`config.mk`:
```
export PLATFORM = sky130hd
export DESIGN_NAME = payload_seq_ctrl_flat
export DESIGN_NICKNAME = d
export VERILOG_FILES = /design/src/rtl/payload_seq_ctrl_pkg.sv /design/src/rtl/payload_seq_ctrl_if.sv /design/src/rtl/sym_counter.sv /design/src/rtl/payload_seq_ctrl.sv /design/src/flat_wrapper.sv
export SDC_FILE = /design/constraint.sdc
export NUM_CORES = 1
export LEC_CHECK = 0
export ABC_AREA = 1
export ABC_CLOCK_PERIOD_IN_PS = 1550
export BUFFER_PORTS_ARGS = -buffer_cell sky130_fd_sc_hd__buf_4
export CAP_MARGIN = 20
export CORE_MARGIN = 4
export CORE_UTILIZATION = 60
export DETAILED_ROUTE_END_ITERATION = 12
export GPL_TIMING_DRIVEN = 1
export PLACE_DENSITY = 0.82
export SKIP_LAST_GASP = 1
export SYNTH_ARGS = -nofsm -noshare
export SYNTH_HDL_FRONTEND = slang
export SYNTH_SLANG_ARGS = --single-unit
export TNS_END_PERCENT = 20
```
`constraint.sdc`:
```
create_clock -name clk -period 1.55 [get_ports clk]
set_input_delay 0.0775 -clock clk [delete_from_list [all_inputs] [get_ports clk]]
set_output_delay 0.0775 -clock clk [all_outputs]
set_load 0.02 [all_outputs]
```
`src/rtl/payload_seq_ctrl_pkg.sv`:
```
// Shared definitions for the payload sequencing controller: frame geometry
// defaults, counter widths and the controller state encoding.
// Pure declarations; no logic, latency or flow control of its own.
package payload_seq_ctrl_pkg;

  // Default frame geometry: (FRAME_BITS + PAD_BITS) / SYM_BITS = 5 symbols.
  localparam int DEF_FRAME_BITS = 8640;
  localparam int DEF_PAD_BITS   = 960;
  localparam int DEF_SYM_BITS   = 1920;
  localparam int DEF_TIMEOUT    = 4095;

  // Counter widths sized for the default geometry.
  localparam int CNT_W     = 14;  // in_cnt / out_cnt, covers 9600
  localparam int SYM_CNT_W = 11;  // bit position inside a symbol, covers 1919
  localparam int IDLE_W    = 12;  // DRAIN idle counter, covers 4095
  localparam int SYM_IDX_W = 3;   // symbol index 0..4

  // Controller states, 3-bit encoding.
  typedef enum logic [2:0] {
    ST_IDLE  = 3'd0,
    ST_LOAD  = 3'd1,
    ST_DRAIN = 3'd2,
    ST_FLUSH = 3'd3,
    ST_DONE  = 3'd4
  } state_e;

  // Increment that sticks at lim instead of running past it.
  function automatic logic [CNT_W-1:0] sat_inc(input logic [CNT_W-1:0] v,
                                               input logic [CNT_W-1:0] lim);
    return (v >= lim) ? lim : v + CNT_W'(1);
  endfunction

endpackage

```
`src/rtl/payload_seq_ctrl_if.sv`:
```
// Bundle of frame-control, encoder and padding-unit signals of the controller.
// Wires only; timing is set by the controller behind the slave modport.
// enc_vld/enc_rdy is the only handshake; the padding unit side is observe-only.
interface payload_seq_ctrl_if;
  import payload_seq_ctrl_pkg::*;

  logic                 start;
  logic                 enc_bit;
  logic                 enc_vld;
  logic                 enc_rdy;
  logic                 ppu_di;
  logic                 ppu_di_vld;
  logic                 ppu_do_vld;
  logic                 ppu_done_rst;
  logic                 busy;
  logic                 sym_strb;
  logic [SYM_IDX_W-1:0] sym_idx;
  logic                 frame_done;
  logic                 err_underrun;
  logic                 err_timeout;

  // Master: the surroundings (encoder, padding unit, frame scheduler).
  modport master (
    output start, enc_bit, enc_vld, ppu_do_vld,
    input  enc_rdy, ppu_di, ppu_di_vld, ppu_done_rst, busy,
           sym_strb, sym_idx, frame_done, err_underrun, err_timeout
  );

  // Slave: the controller itself.
  modport slave (
    input  start, enc_bit, enc_vld, ppu_do_vld,
    output enc_rdy, ppu_di, ppu_di_vld, ppu_done_rst, busy,
           sym_strb, sym_idx, frame_done, err_underrun, err_timeout
  );

endinterface

```
`src/rtl/sym_counter.sv`:
```
// Splits the padding-unit output stream into symbols and flags each symbol end.
// Strobe and index are registered: they appear one cycle after the last bit.
// No backpressure; counts every cycle cnt_en_i is high, clr_i has priority.
module sym_counter
  import payload_seq_ctrl_pkg::*;
#(
  parameter int SYM_BITS = DEF_SYM_BITS
) (
  input  logic                 clk,
  input  logic                 rst_n,
  input  logic                 clr_i,
  input  logic                 cnt_en_i,
  output logic                 sym_strb_o,
  output logic [SYM_IDX_W-1:0] sym_idx_o
);

  localparam logic [SYM_CNT_W-1:0] SYM_LAST = SYM_CNT_W'(SYM_BITS - 1);

  logic [SYM_CNT_W-1:0] sym_cnt_q, sym_cnt_d;
  logic [SYM_IDX_W-1:0] idx_q, idx_d;          // index of the symbol in progress
  logic [SYM_IDX_W-1:0] sym_idx_q, sym_idx_d;  // index of the last completed symbol
  logic                 sym_strb_q, sym_strb_d;

  // Next state: advance the bit position, wrap and strobe at the symbol end.
  always_comb begin
    sym_cnt_d  = sym_cnt_q;
    idx_d      = idx_q;
    sym_idx_d  = sym_idx_q;
    sym_strb_d = 1'b0;
    if (clr_i) begin
      sym_cnt_d = '0;
      idx_d     = '0;
      sym_idx_d = '0;
    end else if (cnt_en_i) begin
      if (sym_cnt_q == SYM_LAST) begin
        sym_cnt_d  = '0;
        sym_strb_d = 1'b1;
        sym_idx_d  = idx_q;
        idx_d      = idx_q + SYM_IDX_W'(1);
      end else begin
        sym_cnt_d = sym_cnt_q + SYM_CNT_W'(1);
      end
    end
  end

  // State registers with synchronous clear.
  always_ff @(posedge clk) begin
    if (!rst_n) begin
      sym_cnt_q  <= '0;
      idx_q      <= '0;
      sym_idx_q  <= '0;
      sym_strb_q <= 1'b0;
    end else begin
      sym_cnt_q  <= sym_cnt_d;
      idx_q      <= idx_d;
      sym_idx_q  <= sym_idx_d;
      sym_strb_q <= sym_strb_d;
    end
  end

  assign sym_strb_o = sym_strb_q;
  assign sym_idx_o  = sym_idx_q;

endmodule

```
`src/rtl/payload_seq_ctrl.sv`:
```
// Sequences one frame: feeds encoded bits to the padding unit, counts its output, then flushes.
// ppu_di/ppu_di_vld follow an accepted encoder bit by 1 cycle; all outputs are registered.
// enc_rdy is high only in LOAD; the padding unit output cannot be stalled, only observed.
module payload_seq_ctrl
  import payload_seq_ctrl_pkg::*;
#(
  parameter int FRAME_BITS = DEF_FRAME_BITS,
  parameter int PAD_BITS   = DEF_PAD_BITS,
  parameter int SYM_BITS   = DEF_SYM_BITS,
  parameter int TIMEOUT    = DEF_TIMEOUT
) (
  input logic               clk,
  input logic               rst_n,
  payload_seq_ctrl_if.slave bus
);

  localparam logic [CNT_W-1:0]  IN_LAST   = CNT_W'(FRAME_BITS - 1);
  localparam logic [CNT_W-1:0]  OUT_TOTAL = CNT_W'(FRAME_BITS + PAD_BITS);
  localparam logic [IDLE_W-1:0] IDLE_LAST = IDLE_W'(TIMEOUT - 1);

  state_e               state_q;
  logic [CNT_W-1:0]     in_cnt_q;
  logic [CNT_W-1:0]     out_cnt_q;
  logic [IDLE_W-1:0]    idle_cnt_q;
  logic                 enc_rdy_q;
  logic                 busy_q;
  logic                 ppu_di_q;
  logic                 ppu_di_vld_q;
  logic                 ppu_done_rst_q;
  logic                 frame_done_q;
  logic                 err_underrun_q;
  logic                 err_timeout_q;

  logic                 start_acc;
  logic                 out_acc;
  logic                 sym_strb;
  logic [SYM_IDX_W-1:0] sym_idx;

  // A start only counts in IDLE; output bits only count in DRAIN and up to the frame total.
  assign start_acc = (state_q == ST_IDLE) && bus.start;
  assign out_acc   = (state_q == ST_DRAIN) && bus.ppu_do_vld && (out_cnt_q < OUT_TOTAL);

  // Frame FSM with all outputs registered alongside the state.
  always_ff @(posedge clk) begin
    if (!rst_n) begin
      state_q        <= ST_IDLE;
      in_cnt_q       <= '0;
      out_cnt_q      <= '0;
      idle_cnt_q     <= '0;
      enc_rdy_q      <= 1'b0;
      busy_q         <= 1'b0;
      ppu_di_q       <= 1'b0;
      ppu_di_vld_q   <= 1'b0;
      ppu_done_rst_q <= 1'b0;
      frame_done_q   <= 1'b0;
      err_underrun_q <= 1'b0;
      err_timeout_q  <= 1'b0;
    end else begin
      // Pulses default low; they are raised only on the transition that owns them.
      ppu_done_rst_q <= 1'b0;
      frame_done_q   <= 1'b0;
      ppu_di_vld_q   <= 1'b0;
      case (state_q)
        ST_IDLE: begin
          if (bus.start) begin
            state_q        <= ST_LOAD;
            enc_rdy_q      <= 1'b1;
            busy_q         <= 1'b1;
            in_cnt_q       <= '0;
            out_cnt_q      <= '0;
            idle_cnt_q     <= '0;
            err_underrun_q <= 1'b0;
            err_timeout_q  <= 1'b0;
          end
        end
        ST_LOAD: begin
          if (bus.enc_vld) begin
            ppu_di_q     <= bus.enc_bit;
            ppu_di_vld_q <= 1'b1;
            in_cnt_q     <= in_cnt_q + CNT_W'(1);
            if (in_cnt_q == IN_LAST) begin
              state_q   <= ST_DRAIN;
              enc_rdy_q <= 1'b0;
            end
          end else if (in_cnt_q != '0) begin
            // The padding unit needs a gap-free input once the frame has begun.
            err_underrun_q <= 1'b1;
            enc_rdy_q      <= 1'b0;
            state_q        <= ST_FLUSH;
            ppu_done_rst_q <= 1'b1;
          end
        end
        ST_DRAIN: begin
          if (bus.ppu_do_vld) begin
            idle_cnt_q <= '0;
            out_cnt_q  <= sat_inc(out_cnt_q, OUT_TOTAL);
          end else if (out_cnt_q == OUT_TOTAL) begin
            state_q        <= ST_FLUSH;
            ppu_done_rst_q <= 1'b1;
          end else if (idle_cnt_q == IDLE_LAST) begin
            idle_cnt_q     <= idle_cnt_q + IDLE_W'(1);
            err_timeout_q  <= 1'b1;
            state_q        <= ST_FLUSH;
            ppu_done_rst_q <= 1'b1;
          end else begin
            idle_cnt_q <= idle_cnt_q + IDLE_W'(1);
          end
        end
        ST_FLUSH: begin
          state_q      <= ST_DONE;
          frame_done_q <= 1'b1;
        end
        ST_DONE: begin
          state_q <= ST_IDLE;
          busy_q  <= 1'b0;
        end
        default: begin
          state_q   <= ST_IDLE;
          busy_q    <= 1'b0;
          enc_rdy_q <= 1'b0;
        end
      endcase
    end
  end

  sym_counter #(
    .SYM_BITS (SYM_BITS)
  ) u_sym_counter (
    .clk        (clk),
    .rst_n      (rst_n),
    .clr_i      (start_acc),
    .cnt_en_i   (out_acc),
    .sym_strb_o (sym_strb),
    .sym_idx_o  (sym_idx)
  );

  assign bus.enc_rdy      = enc_rdy_q;
  assign bus.busy         = busy_q;
  assign bus.ppu_di       = ppu_di_q;
  assign bus.ppu_di_vld   = ppu_di_vld_q;
  assign bus.ppu_done_rst = ppu_done_rst_q;
  assign bus.frame_done   = frame_done_q;
  assign bus.err_underrun = err_underrun_q;
  assign bus.err_timeout  = err_timeout_q;
  assign bus.sym_strb     = sym_strb;
  assign bus.sym_idx      = sym_idx;

endmodule

```
`src/flat_wrapper.sv`:
```
// flat-port wrapper written by rule: the top's interface ports become plain ports
module payload_seq_ctrl_flat import payload_seq_ctrl_pkg::*;
#(
  parameter int FRAME_BITS = DEF_FRAME_BITS,
  parameter int PAD_BITS   = DEF_PAD_BITS,
  parameter int SYM_BITS   = DEF_SYM_BITS,
  parameter int TIMEOUT    = DEF_TIMEOUT
)
  (clk, rst_n, bus_start, bus_enc_bit, bus_enc_vld, bus_ppu_do_vld, bus_enc_rdy, bus_ppu_di, bus_ppu_di_vld, bus_ppu_done_rst, bus_busy, bus_sym_strb, bus_sym_idx, bus_frame_done, bus_err_underrun, bus_err_timeout);
  payload_seq_ctrl_if bus_i ();
  input logic clk;
  input logic rst_n;
  input wire logic [$bits(bus_i.start)-1:0] bus_start;
  input wire logic [$bits(bus_i.enc_bit)-1:0] bus_enc_bit;
  input wire logic [$bits(bus_i.enc_vld)-1:0] bus_enc_vld;
  input wire logic [$bits(bus_i.ppu_do_vld)-1:0] bus_ppu_do_vld;
  output wire logic [$bits(bus_i.enc_rdy)-1:0] bus_enc_rdy;
  output wire logic [$bits(bus_i.ppu_di)-1:0] bus_ppu_di;
  output wire logic [$bits(bus_i.ppu_di_vld)-1:0] bus_ppu_di_vld;
  output wire logic [$bits(bus_i.ppu_done_rst)-1:0] bus_ppu_done_rst;
  output wire logic [$bits(bus_i.busy)-1:0] bus_busy;
  output wire logic [$bits(bus_i.sym_strb)-1:0] bus_sym_strb;
  output wire logic [$bits(bus_i.sym_idx)-1:0] bus_sym_idx;
  output wire logic [$bits(bus_i.frame_done)-1:0] bus_frame_done;
  output wire logic [$bits(bus_i.err_underrun)-1:0] bus_err_underrun;
  output wire logic [$bits(bus_i.err_timeout)-1:0] bus_err_timeout;
  assign bus_i.start = bus_start;
  assign bus_i.enc_bit = bus_enc_bit;
  assign bus_i.enc_vld = bus_enc_vld;
  assign bus_i.ppu_do_vld = bus_ppu_do_vld;
  assign bus_enc_rdy = bus_i.enc_rdy;
  assign bus_ppu_di = bus_i.ppu_di;
  assign bus_ppu_di_vld = bus_i.ppu_di_vld;
  assign bus_ppu_done_rst = bus_i.ppu_done_rst;
  assign bus_busy = bus_i.busy;
  assign bus_sym_strb = bus_i.sym_strb;
  assign bus_sym_idx = bus_i.sym_idx;
  assign bus_frame_done = bus_i.frame_done;
  assign bus_err_underrun = bus_i.err_underrun;
  assign bus_err_timeout = bus_i.err_timeout;
  payload_seq_ctrl #(.FRAME_BITS(FRAME_BITS), .PAD_BITS(PAD_BITS), .SYM_BITS(SYM_BITS), .TIMEOUT(TIMEOUT)) u_core (.clk(clk), .rst_n(rst_n), .bus(bus_i));
endmodule
```
[Word level (Yosys, flattened, before mapping)]
Index checks and enable logic that the tools add are counted.
W data, S select, Z words.
Storage, ports and cells
  logic and storage cells: 111
  bits of input ports: 6
  register bits: 69
  output and inout port bits: 12
Operators by class
  multiplexer cells: 42
  bitwise operators: 4
  $add $sub $neg: 5
  reduce and logical (&&, ||, !) cells: 22
  eq/ne operators: 20
  magnitude comparators: 2
Operators with widths (count)
  $mux W14: 4
  $pmux W14 S2: 2
  $mux W12: 3
  $add A14 B1 Y14 const B: 2
  $eq A14 B14 Y1 const B: 2
  $pmux W12 S2: 1
  $mux W3: 7
  $mux W1: 18
  $ge A14 B14 Y1 const B: 1
  $lt A14 B14 Y1 const B: 1
  $ne A2 B2 Y1 const B: 7
  $reduce_bool A14 Y1: 1
  $add A12 B1 Y12 const B: 1
  $eq A12 B12 Y1 const B: 1
  $pmux W3 S4: 1
  $add A11 B1 Y11 const B: 1
  $eq A11 B11 Y1 const B: 1
  $mux W11: 1
  $reduce_and A5 Y1: 2
  $reduce_and A3 Y1: 3
  $reduce_or A3 Y1: 3
  $pmux W1 S2: 4
  $reduce_and A2 Y1: 4
  $reduce_and A4 Y1: 2
  other kinds (13): 22

[Longest topological paths before layout]
Gate-level depths: netlist (run 1).
  word-level depth: 5
  mapped depth: 12
  depth with buffers taken out: 12

[Cells and area by module]
Synthesis (run 1) repeated with hierarchy kept, for this count alone.
Unflattened totals
  cells, all modules: 531
  area total of the unflattened synthesis: 3671.0 µm²
By module, submodules not included
  payload_seq_ctrl: area an instance 2866.5 µm², sequential area each 1021.0 µm², instances 1, cells an instance 424
  sym_counter: area an instance 804.5 µm², sequential area each 360.3 µm², instances 1, cells an instance 107

[Worst setup path after synthesis (run 1)]
OpenSTA, ideal clock, no wires.
  path kind: register -> register
  from: register u_core.state_q[2]
  to: register u_core.u_sym_counter.sym_cnt_q[2]
  setup slack: 0.180 ns
  setup time: 0.119 ns
  cell stages (with the launch flop): 10
  period minus slack after synthesis: 1.370 ns
  data required time: 1.431 ns
  buffers on the path: 1
  arrival: 1.252 ns
  cell sequence: dfxtp_1 -> inv_2 -> nand2_4 -> nor2_4 -> nand2_4 -> inv_4 -> nand2_4 -> buf_6 -> nor3b_1 -> nor2_1
Between the ends
  word-level cells in the longest chain between the ends: 3
  elaborated cells between the ends (all ways): 6
  those cells by class: eq/ne (1); reduce/logical (5)
Ends and longest elaborated chain
  start, declared: RTL line payload_seq_ctrl.sv:21  | state_e state_q;
  start signal, assigned: RTL line payload_seq_ctrl.sv:46  | state_q <= ST_IDLE;
  start signal, assigned: RTL line payload_seq_ctrl.sv:66  | state_q <= ST_LOAD;
  start signal, assigned: RTL line payload_seq_ctrl.sv:82  | state_q <= ST_DRAIN;
  $eq A3 B2 Y1 or $logic_not A3 Y1 (tied branches): RTL line payload_seq_ctrl.sv:41, payload_seq_ctrl.sv:40
  $logic_and A1 B1 Y1, on equally long branches: RTL line payload_seq_ctrl.sv:41, payload_seq_ctrl.sv:40
  $logic_and A1 B1 Y1 or $reduce_or A2 Y1 (tied branches)
  end signal, assigned: RTL line sym_counter.sv:54  | sym_cnt_q <= sym_cnt_d;
  end, declared: RTL line sym_counter.sv:19  | logic [SYM_CNT_W-1:0] sym_cnt_q, sym_cnt_d;
Several ways; a longest one is shown, not always the timed one.
A chain may end at the register's enable or synchronous reset.

[Final worst setup path (run 1)]
  from: register u_core.state_q[1]
  to: register u_core.u_sym_counter.sym_cnt_q[5]
The elaborated chain is that of the path after synthesis.

==> impl_metrics.csv, run 1 <==
group,metric,value,unit
critical_path,crit_fanout,9,
pwr,ir_drop,0.807,mV
yosys,synth_top_family_by_area,"simple AND/OR/NAND/NOR gates",
yosys,syn_area,0.00369,sq mm
global_route,grt_max_degree,18,
final_layout,final_cells,676,
clock_tree,worstSkewPairLatency,0.36,ns
sta,fin_skew,0.00935,ns
critical_path,worstPathArrival,1.81,ns
pwr,clockPowerShare,29.8,%
sta,hold_viol_final,0,
clock_tree,cts.sinks,69,
sta,maxSlewHeadroom,70.8,%
yosys,synth.area.mux_share,0,%
final_layout,final_net_count,610,
route,ant_nets,0,
final_layout,multi_input_area,0.00207,sq mm
flow_run,cap_violations,0,
die,row_count,28,
die,io_pins,18,
die,die_w,86.4,um
route,via_per_inst,5.37,
pwr,p_seq_share,37.2,%
global_route,grtUsageTotal,24.3,%
final_layout,area_delta_synth_final,18.6,%
pwr,power.leakage,1.83,nW
final_layout,regArea,0.00139,sq mm
sta,rsz0062_at_grt,"true",
sta,finalCritPeriodShare,97.1,%
route,post-route-drc-count,0,
yosys,syn_nets,565,
route,wl_per_cell,13.0,um
yosys,yosysSeqAreaShare,37.4,%
route,met1_length,3840,um
global_route,grt_remaining_overflow,0,
pwr,intPower,3.48,mW
sta,hold-worst-slack,0.0596,ns
pwr,p_comb_share,33.0,%
global_route,grt_pass1_wl,14600,um
critical_path,worstSetupStartpointType,"flop",
sta,setup_viol,0,
die,die_area,0.00747,sq mm
pwr,power_density,1250,mW/mm^2
sta,slew_violations,0,
die,die_h,86.4,um
pwr,p_switching,2.01,mW
route,highest_layer,"met4",
final_layout,drive_gt1_share,20.3,%
yosys,synth_area_per_cell,6.70,sq um
yosys,synth_cell_types,33,
clock_tree,cts_buffer_depth,2,
placed_design,dp.cells,650,
yosys,synthXorXnorAreaFrac,2.61,%
clock_tree,cts_tree,"built",
global_route,antenna_found_initial,0,
placed_design,port_buffers,17,
yosys,synth_top_area_share,37.4,%
clock_tree,htreeDepth,3,
yosys,synth_fa_ha_area_share,2.71,%
worst_hold_path,min_path_type,"input port to flop",
route,routed_wl,8790,um
clock_tree,cts_buffers,9,
sta,period_minus_slack,1.51,ns
outcome,outcome,"finished clean",
critical_path,crit_type,"flop to flop",
clock_tree,clockRootBuffer,"clkbuf_8",
yosys,synth_area_leader_cell,"dfxtp_1",
yosys,synthCells,551,
route,dr_wl_met3,435,um
yosys,synth-simple-area-share,37.9,%
route,vias,3630,
critical_path,crit_required,1.86,ns
route,dr_wl_met2,4400,um
pwr,fin_total_pwr,5.49,mW
final_layout,fillers,487,
final_layout,layout.cells.most_common,"nand2_1",
sta,fmax,664,MHz
sta,setup_tns,0,ns
final_layout,antenna_cells,0,
global_route,grt_pass1_vias,3376,
die,core_area,0.00596,sq mm
route,dr.pass1.iters,5,
yosys,ys_ff_latch,69,
placed_design,place_hpwl,5970,um
placed_design,routabilityCongestion,0.909,
critical_path,cp-end-kind,"flop",
yosys,synth.area.top_cells,"dfxtp_1 (37%), nand2_1 (13%), nor2_1 (8.9%)",
final_layout,final_cell_mix,"nand2_1 (125), nor2_1 (81), inv_1 (63), dfxtp_1 (63), buf_4 (36)",
die,initial_core_util,62.0,%
route,dr.first_iter.drc_count,172,
pwr,p_sw_share,36.6,%
clock_tree,clkTransAtPathRegs,0.08,ns
yosys,synth_compound_area_share,10.2,%
sta,tightest_slew,0.437,ns
yosys,ys_warn_count,0,
[kinds of logic (layout without fill, tap and decap cells)]
group,count (synthesis),count (layout)
flops,69,69
simple gates,307,308
compound gates,71,71
fa+ha+maj,8,8
xor+xnor,11,11
buf+inv,85,134
[power by group through the flow]
| stage | Clock, mW | Combinational, mW | Sequential, mW |
|---|---|---|---|
| after global placement | 0 | 1.49 | 2.06 |
| after detailed placement | 0 | 1.53 | 2.07 |
| after floorplan | 0 | 1.12 | 2.11 |
| final | 1.64 | 1.81 | 2.04 |
| after global routing | 1.71 | 2.01 | 2.06 |
| after CTS | 1.63 | 1.57 | 2.03 |
[metrics by stage]
| stage | setup slack (ns) | util [%] | area [sq um] |
|---|---|---|---|
| after floorplan | 0.180 | - | 3690 |
| after global placement | 0.0511 | 66.6 | 3970 |
| after detailed placement | 0.00703 | 66.6 | 3970 |
| after CTS | -0.0203 | 70.7 | 4210 |
| after global routing | -0.0764 | 73.6 | 4380 |
| final | 0.0443 | 73.6 | 4380 |
[sequential cells by signal, summed over array words and instances (netlist names)]
| name | cells |
|---|---|
| u_core.in_cnt_q | 14 |
| u_core.out_cnt_q | 14 |
| u_core.idle_cnt_q | 12 |
| u_core.u_sym_counter.sym_cnt_q | 11 |
| u_core.state_q | 3 |
| u_core.u_sym_counter.idx_q | 3 |
| u_core.u_sym_counter.sym_idx_o | 3 |
| u_core.bus.busy | 1 |
| u_core.bus.enc_rdy | 1 |
| u_core.bus.err_timeout | 1 |
| u_core.bus.err_underrun | 1 |
| u_core.bus.frame_done | 1 |
| u_core.bus.ppu_di | 1 |
| u_core.bus.ppu_di_vld | 1 |
| u_core.bus.ppu_done_rst | 1 |
| u_core.u_sym_counter.sym_strb_o | 1 |
[final cells by class]
type / instances / area share (%)
sequential: 69 / 31.8
inverter: 80 / 7.08
tap: 75 / 2.14
clock buffer: 9 / 2.83
timing repair buffer: 38 / 6.86
clock inverter: 7 / 2.06
multi-input combinational: 398 / 47.3
[worst max-delay path: stages (launching register included)]
cell,delay (ns)
dfxtp_1,0.41
nand2_4,0.09
nor2_4,0.12
nand2_4,0.08
inv_4,0.11
nand2_4,0.10
buf_4,0.15
o21ai_0,0.23
nand2_1,0.08
nor2_1,0.07
[cells in the mapped netlist]
library cell and number:
o21a_1 1, xor2_1 11, clkbuf_1 2, inv_2 11, or2_2 2, a211oi_1 3
a21oi_2 1, buf_2 1, a21oi_1 32, nor2_4 3, inv_4 1, nand3_2 1
o21ai_1 12, o211ai_1 1, nand3b_1 2, nand2_4 9, nor2_2 6, nand3_1 29
nor3_2 1, nor2_1 88, o21ai_2 1, nand2_2 8, ha_1 8, nor3_1 18
o21ai_0 18, a31oi_1 2, nand2_1 126, or2_1 1, dfxtp_1 69, nor3b_1 2
inv_1 68, nand4_1 11, buf_6 2
[final timing paths]
| check | start | depth (start not counted) | slack [ns] | end |
|---|---|---|---|---|
| min reg2reg | u_core.u_sym_counter.sym_idx_o[0] | 2 | 0.45 | u_core.u_sym_counter.sym_idx_o[0] |
| min | bus_enc_vld | 3 | 0.06 | u_core.bus.err_underrun |
| max | u_core.state_q[1] | 9 | 0.04 | u_core.u_sym_counter.sym_cnt_q[5] |
| max reg2reg | u_core.state_q[1] | 9 | 0.04 | u_core.u_sym_counter.sym_cnt_q[5] |
[timing repair]
action / in CTS / in global routing
hold buffers: 1 / 0
pin swaps: 2 / 9
buffers inserted: 1 / 7
resized for setup: 3 / 33
endpoints found under the setup margin: 9 / 47
gates cloned: 0 / 1
hold endpoints to repair: 1 / 0
[layer usage]
layer / up-vias / GRT usage [%]
li1: 1842 / -
met1: 1687 / 29.3
met2: 88 / 41.7
met3: 13 / 6.94
met4: 0 / 7.51
met5: - / 0
No activity file was read; power rests on OpenSTA's default activity.
==> run 2, diff against run 1 <==
PLACE_DENSITY = 0.83   (was 0.82)
==> run 2 against run 1 <==
  * Clock power fell by 10%
  * Routed wire length rose by 6.0%
  * First-iteration DRC count rose by 27%
  * Total power rose by 0.16%
  * Via count rose by 3.1%
  * Largest power group unchanged
  * Die area did not move
==> impl_metrics.csv, run 2 (synthesis results as in run 1) <==
group,metric,value,unit
placed_design,dp.cells,652,
route,dr.first_iter.drc_count,218,
final_layout,final_cell_mix,"nand2_1 (125), nor2_1 (80), inv_1 (65)",
sta,fin_skew,0.00848,ns
route,routed_wl,9310,um
final_layout,antenna_cells,0,
placed_design,post_dp_cell_area,0.00398,sq mm
final_layout,layout.cells.most_common,"nand2_1",
final_layout,final_cells,691,
placed_design,place_hpwl,6010,um
clock_tree,cts.sinks,69,
final_layout,area_delta_synth_final,21.4,%
sta,slew_violations,0,
critical_path,worstPathArrival,1.76,ns
route,via_per_inst,5.42,
route,ant_nets,0,
worst_hold_path,min_path_type,"input port to flop",
pwr,power_density,1230,mW/mm^2
placed_design,port_buffers,17,
die,die_w,86.4,um
sta,hold_viol_final,0,
final_layout,regArea,0.00141,sq mm
die,io_pins,18,
global_route,grt_max_degree,18,
clock_tree,clockRootBuffer,"clkbuf_8",
sta,fin_ws,0.0309,ns
route,post-route-drc-count,0,
route,dr.pass1.iters,5,
pwr,ir_drop,0.942,mV
clock_tree,worstSkewPairLatency,0.35,ns
clock_tree,clkTransAtPathRegs,0.07,ns
die,row_count,28,
sta,maxSlewHeadroom,68.7,%
final_layout,final_cell_area,0.00448,sq mm
critical_path,cp-end-kind,"flop",
die,core_area,0.00596,sq mm
die,die_h,86.4,um
sta,rsz0062_at_grt,"true",
clock_tree,cts_tree,"built",
sta,fmax,658,MHz
critical_path,worstSetupStartpointType,"flop",
outcome,outcome,"finished clean",
final_layout,final_net_count,625,
final_layout,reg_top3,"u_core.in_cnt_q: 14 flops, u_core.out_cnt_q: 14 flops, u_core.idle_cnt_q: 12 flops",
placed_design,dp_slack,0.0170,ns
critical_path,crit_required,1.79,ns
global_route,grtUsageTotal,24.7,%
final_layout,drive_gt1_share,23.7,%
clock_tree,cts_buffer_depth,2,
sta,finalCritPeriodShare,98.0,%
clock_tree,cts_buffers,9,
sta,period_minus_slack,1.52,ns
critical_path,crit_type,"flop to flop",
global_route,grt_remaining_overflow,0,
sta,tightest_slew,0.470,ns
flow_run,cap_violations,0,
global_route,antenna_found_initial,0,
die,die_area,0.00747,sq mm
final_layout,multi_input_area,0.00208,sq mm
die,initial_core_util,62.0,%
pwr,power.leakage,1.90,nW
final_layout,fillers,461,
placed_design,routabilityCongestion,0.889,
global_route,grt_pass1_wl,14800,um
route,vias,3742,
sta,hold-worst-slack,0.0637,ns
sta,setup_viol,0,
global_route,grt_pass1_vias,3424,
critical_path,crit_fanout,7,
pwr,fin_total_pwr,5.50,mW
route,wl_per_cell,13.5,um
clock_tree,htreeDepth,3,
## run 2: cell type report
type | count | share of cell area (%)
sequential | 69 | 31.3
inverter | 80 | 6.87
multi-input combinational | 398 | 46.4
clock buffer | 12 | 3.24
timing repair buffer | 53 | 8.96
clock inverter | 4 | 1.06
tap | 75 | 2.09
## run 2: metal layers
metal	track usage (%)	up-vias	part of all wire, %
met5	0	-	0
met4	11.6	0	3.7
met3	5.99	38	5.2
met1	29.3	1716	42
met2	41.8	115	49
li1	-	1873	-
## run 2: report_power, final
part | switching, mW | leakage (nW) | internal [mW]
Combinational | 1.23 | 1.24 | 0.742
Sequential | 0.142 | 0.566 | 1.93
Clock | 0.682 | 0.0964 | 0.783
Total | 2.05 | 1.90 | 3.45
## run 2: path summary, 6_finish.rpt
kind	startpoint	to	slack (ns)	cells after the start
worst max-delay path	u_core.out_cnt_q[1]	u_core.idle_cnt_q[9]	0.03	9
worst min-delay path	bus_enc_bit	u_core.bus.ppu_di	0.06	3
worst min register to register	u_core.u_sym_counter.sym_idx_o[2]	u_core.u_sym_counter.sym_idx_o[2]	0.45	2
worst max register to register	u_core.out_cnt_q[1]	u_core.idle_cnt_q[9]	0.03	9
## run 2: stage by stage
step / TNS (ns) / utilization, %
global placement: 0 / 66.9
detailed placement: 0 / 66.9
floorplan: 0 / -
finish: 0 / 75.3
global route: -1.14 / 75.3
CTS: -0.0236 / 70.8
## run 2: worst max-delay path: stages, from the launching register on
cell     delay [ns]
dfxtp_2        0.34
inv_2          0.07
ha_4           0.13
nand4_1        0.11
nor2_2         0.22
nand2_4        0.12
nand2_4        0.11
inv_2          0.09
nor2_1         0.15
nor2_1         0.07
## run 2: what timing repair did
item / CTS / global route
pin swaps: 2 / 21
gates cloned: 0 / 1
setup buffers: 5 / 17
hold endpoints to repair: 0 / 0
gates resized for setup: 0 / 48
setup endpoints to repair: 4 / 44
hold buffers: 0 / 0
==> run 3, diff against run 2 <==
BUFFER_PORTS_ARGS = -buffer_cell sky130_fd_sc_hd__buf_2   (was -buffer_cell sky130_fd_sc_hd__buf_4)
HOLD_SLACK_MARGIN = 0.02   (was default)
SKIP_CTS_REPAIR_TIMING = 1   (was default)
==> run 3 against run 2 <==
  * Cell count shrank 1.2%
  * Total power shrank 9.1%
  * Setup slack lost 0.029 ns
  * Combinational power shrank 12%
  * Sequential power is essentially flat
  * Routed wire length shrank 5.9%
  * First-iteration DRC count shrank 27%
  * Clock power shrank 16%
  * Final area shrank 4.1%
  * Via count shrank 2.6%
  * Critical endpoint is now u_core.bus.ppu_done_rst
  * Largest cell class unchanged
==> impl_metrics.csv, run 3 (synthesis results as in run 1) <==
group,metric,value,unit
critical_path,crit_type,"flop to flop",
sta,maxSlewHeadroom,68.0,%
sta,rsz0062_at_grt,"true",
die,core_area,0.00596,sq mm
global_route,grt_remaining_overflow,0,
clock_tree,cts_tree,"built",
pwr,ir_drop,0.765,mV
flow_run,cap_violations,0,
critical_path,critPathLaunch,"u_core.idle_cnt_q[0]",
final_layout,antenna_cells,0,
die,die_area,0.00747,sq mm
placed_design,dp_slack,-0.0222,ns
critical_path,slowest_stage,"dfxtp_1",
worst_hold_path,min_path_type,"input port to flop",
pwr,power.leakage,1.82,nW
final_layout,drive_gt1_share,19.9,%
clock_tree,worstSkewPairLatency,0.35,ns
clock_tree,clockRootBuffer,"clkbuf_8",
global_route,grt_pass1_vias,3278,
sta,fmax,646,MHz
route,via_per_inst,5.33,
route,vias,3643,
die,initial_core_util,62.0,%
clock_tree,cts.sinks,69,
critical_path,r2r_start,"u_core.idle_cnt_q[0]",
critical_path,cpPeakStageDelay,0.34,ns
sta,period_minus_slack,1.55,ns
die,die_w,86.4,um
pwr,fin_total_pwr,5.00,mW
critical_path,crit_top_cell,"nand2_1",
critical_path,rrSetupSlack,0.002,ns
placed_design,place_hpwl,6130,um
critical_path,crit_end,"u_core.bus.ppu_done_rst",
critical_path,reg2regPathDepth,9,
route,post-route-drc-count,0,
route,ant_nets,0,
route,wl_per_cell,12.8,um
clock_tree,clkTransAtPathRegs,0.07,ns
die,row_count,28,
clock_tree,cts_buffers,9,
die,io_pins,18,
sta,hold-worst-slack,0.000122,ns
critical_path,worstSetupStartpointType,"flop",
sta,fin_ws,0.00194,ns
global_route,grtUsageTotal,23.4,%
final_layout,final_cell_mix,"nand2_1 (126), nor2_1 (83), dfxtp_1 (65)",
final_layout,reg_top3,"u_core.in_cnt_q: 14 flops, u_core.out_cnt_q: 14 flops, u_core.idle_cnt_q: 12 flops",
sta,finalCritPeriodShare,99.9,%
final_layout,area_delta_synth_final,16.4,%
sta,hold_viol_final,0,
route,dr.first_iter.drc_count,160,
route,dr.pass1.iters,5,
critical_path,cp-end-kind,"flop",
placed_design,port_buffers,17,
route,routed_wl,8770,um
die,die_h,86.4,um
clock_tree,htreeDepth,3,
critical_path,crit_fanout,4,
global_route,antenna_found_initial,0,
global_route,grt_max_degree,17,
sta,tightest_slew,0.480,ns
critical_path,worstPathArrival,1.84,ns
final_layout,final_net_count,617,
global_route,grt_pass1_wl,14200,um
placed_design,routabilityCongestion,0.903,
final_layout,layout.cells.most_common,"nand2_1",
critical_path,r2r-end,"u_core.bus.ppu_done_rst",
pwr,power_density,1160,mW/mm^2
critical_path,crit_required,1.85,ns
outcome,outcome,"finished clean",
clock_tree,cts_buffer_depth,2,
sta,fin_skew,0.00924,ns
critical_path,crit_chain,"inv_1, ha_1, nand2_1, nor3_1, nand2_1, buf_4, o211ai_1, nand2_1, inv_1",
sta,slew_violations,0,
sta,setup_viol,0,
run 3: cell count changes in the layout (fill, tap and decap cells not counted), sizes merged:
cell | previous run | this run
buf | 53 | 45
bufinv | 1 | 0
clkbuf | 12 | 14
inv | 80 | 79
run 3: layout make-up:
| class | count | area (sq um) |
|---|---|---|
| clock inverters | 2 | 10.0 |
| flip-flops and latches | 69 | 1390 |
| repair buffers | 45 | 295 |
| multi-input cells | 398 | 2060 |
| fillers | 458 | 1660 |
| clock buffers | 14 | 143 |
| inverters | 80 | 309 |
| well taps | 75 | 93.8 |
run 3: how the worst min path moves through the flow:
stage | slack (ns) | from | cells past startpoint | endpoint
6_report | 0.0001 | bus_enc_bit | 3 | u_core.bus.ppu_di
5_1_grt | 0.03 | bus_enc_bit | 3 | u_core.bus.ppu_di
4_1_cts | -0.01 | bus_enc_bit | 3 | u_core.bus.ppu_di
3_5_place_dp | 0.34 | bus_enc_bit | 3 | u_core.bus.ppu_di
3_3_place_gp | 0.37 | bus_enc_bit | 3 | u_core.bus.ppu_di
2_1_floorplan | 0.22 | rst_n | 2 | u_core.out_cnt_q[0]
run 3: critical path, delay by kind of cell (launching register included):
family	cells	cell delay [ns]
and+or+nand+nor	4	0.47
DFF	1	0.34
buffers and inverters	3	0.31
AOI/OAI and AO/OA	1	0.24
adders and majority gates	1	0.14
run 3: routing by layer:
metal	track usage [%]	share of wire, %	wire length (um)
met1	29.1	45	3910
met2	40.0	49	4340
met3	4.18	3.8	331
met4	9.49	2.1	186
met5	0	0	0
run 3: report_power, final:
group	switching, mW	internal (mW)	total [mW]
Clock	0.650	0.579	1.23
Sequential	0.118	1.92	2.04
Combinational	1.15	0.587	1.73
run 3: metrics by stage:
stage	TNS, ns	instances	area [sq um]	utilization, %
after floorplan	0	551	3690	-
after global placement	0	652	3940	66.2
after detailed placement	-0.0761	652	3940	66.2
after CTS	-0.157	668	4090	68.7
after global routing	-0.751	683	4300	72.2
final	0	683	4300	72.2
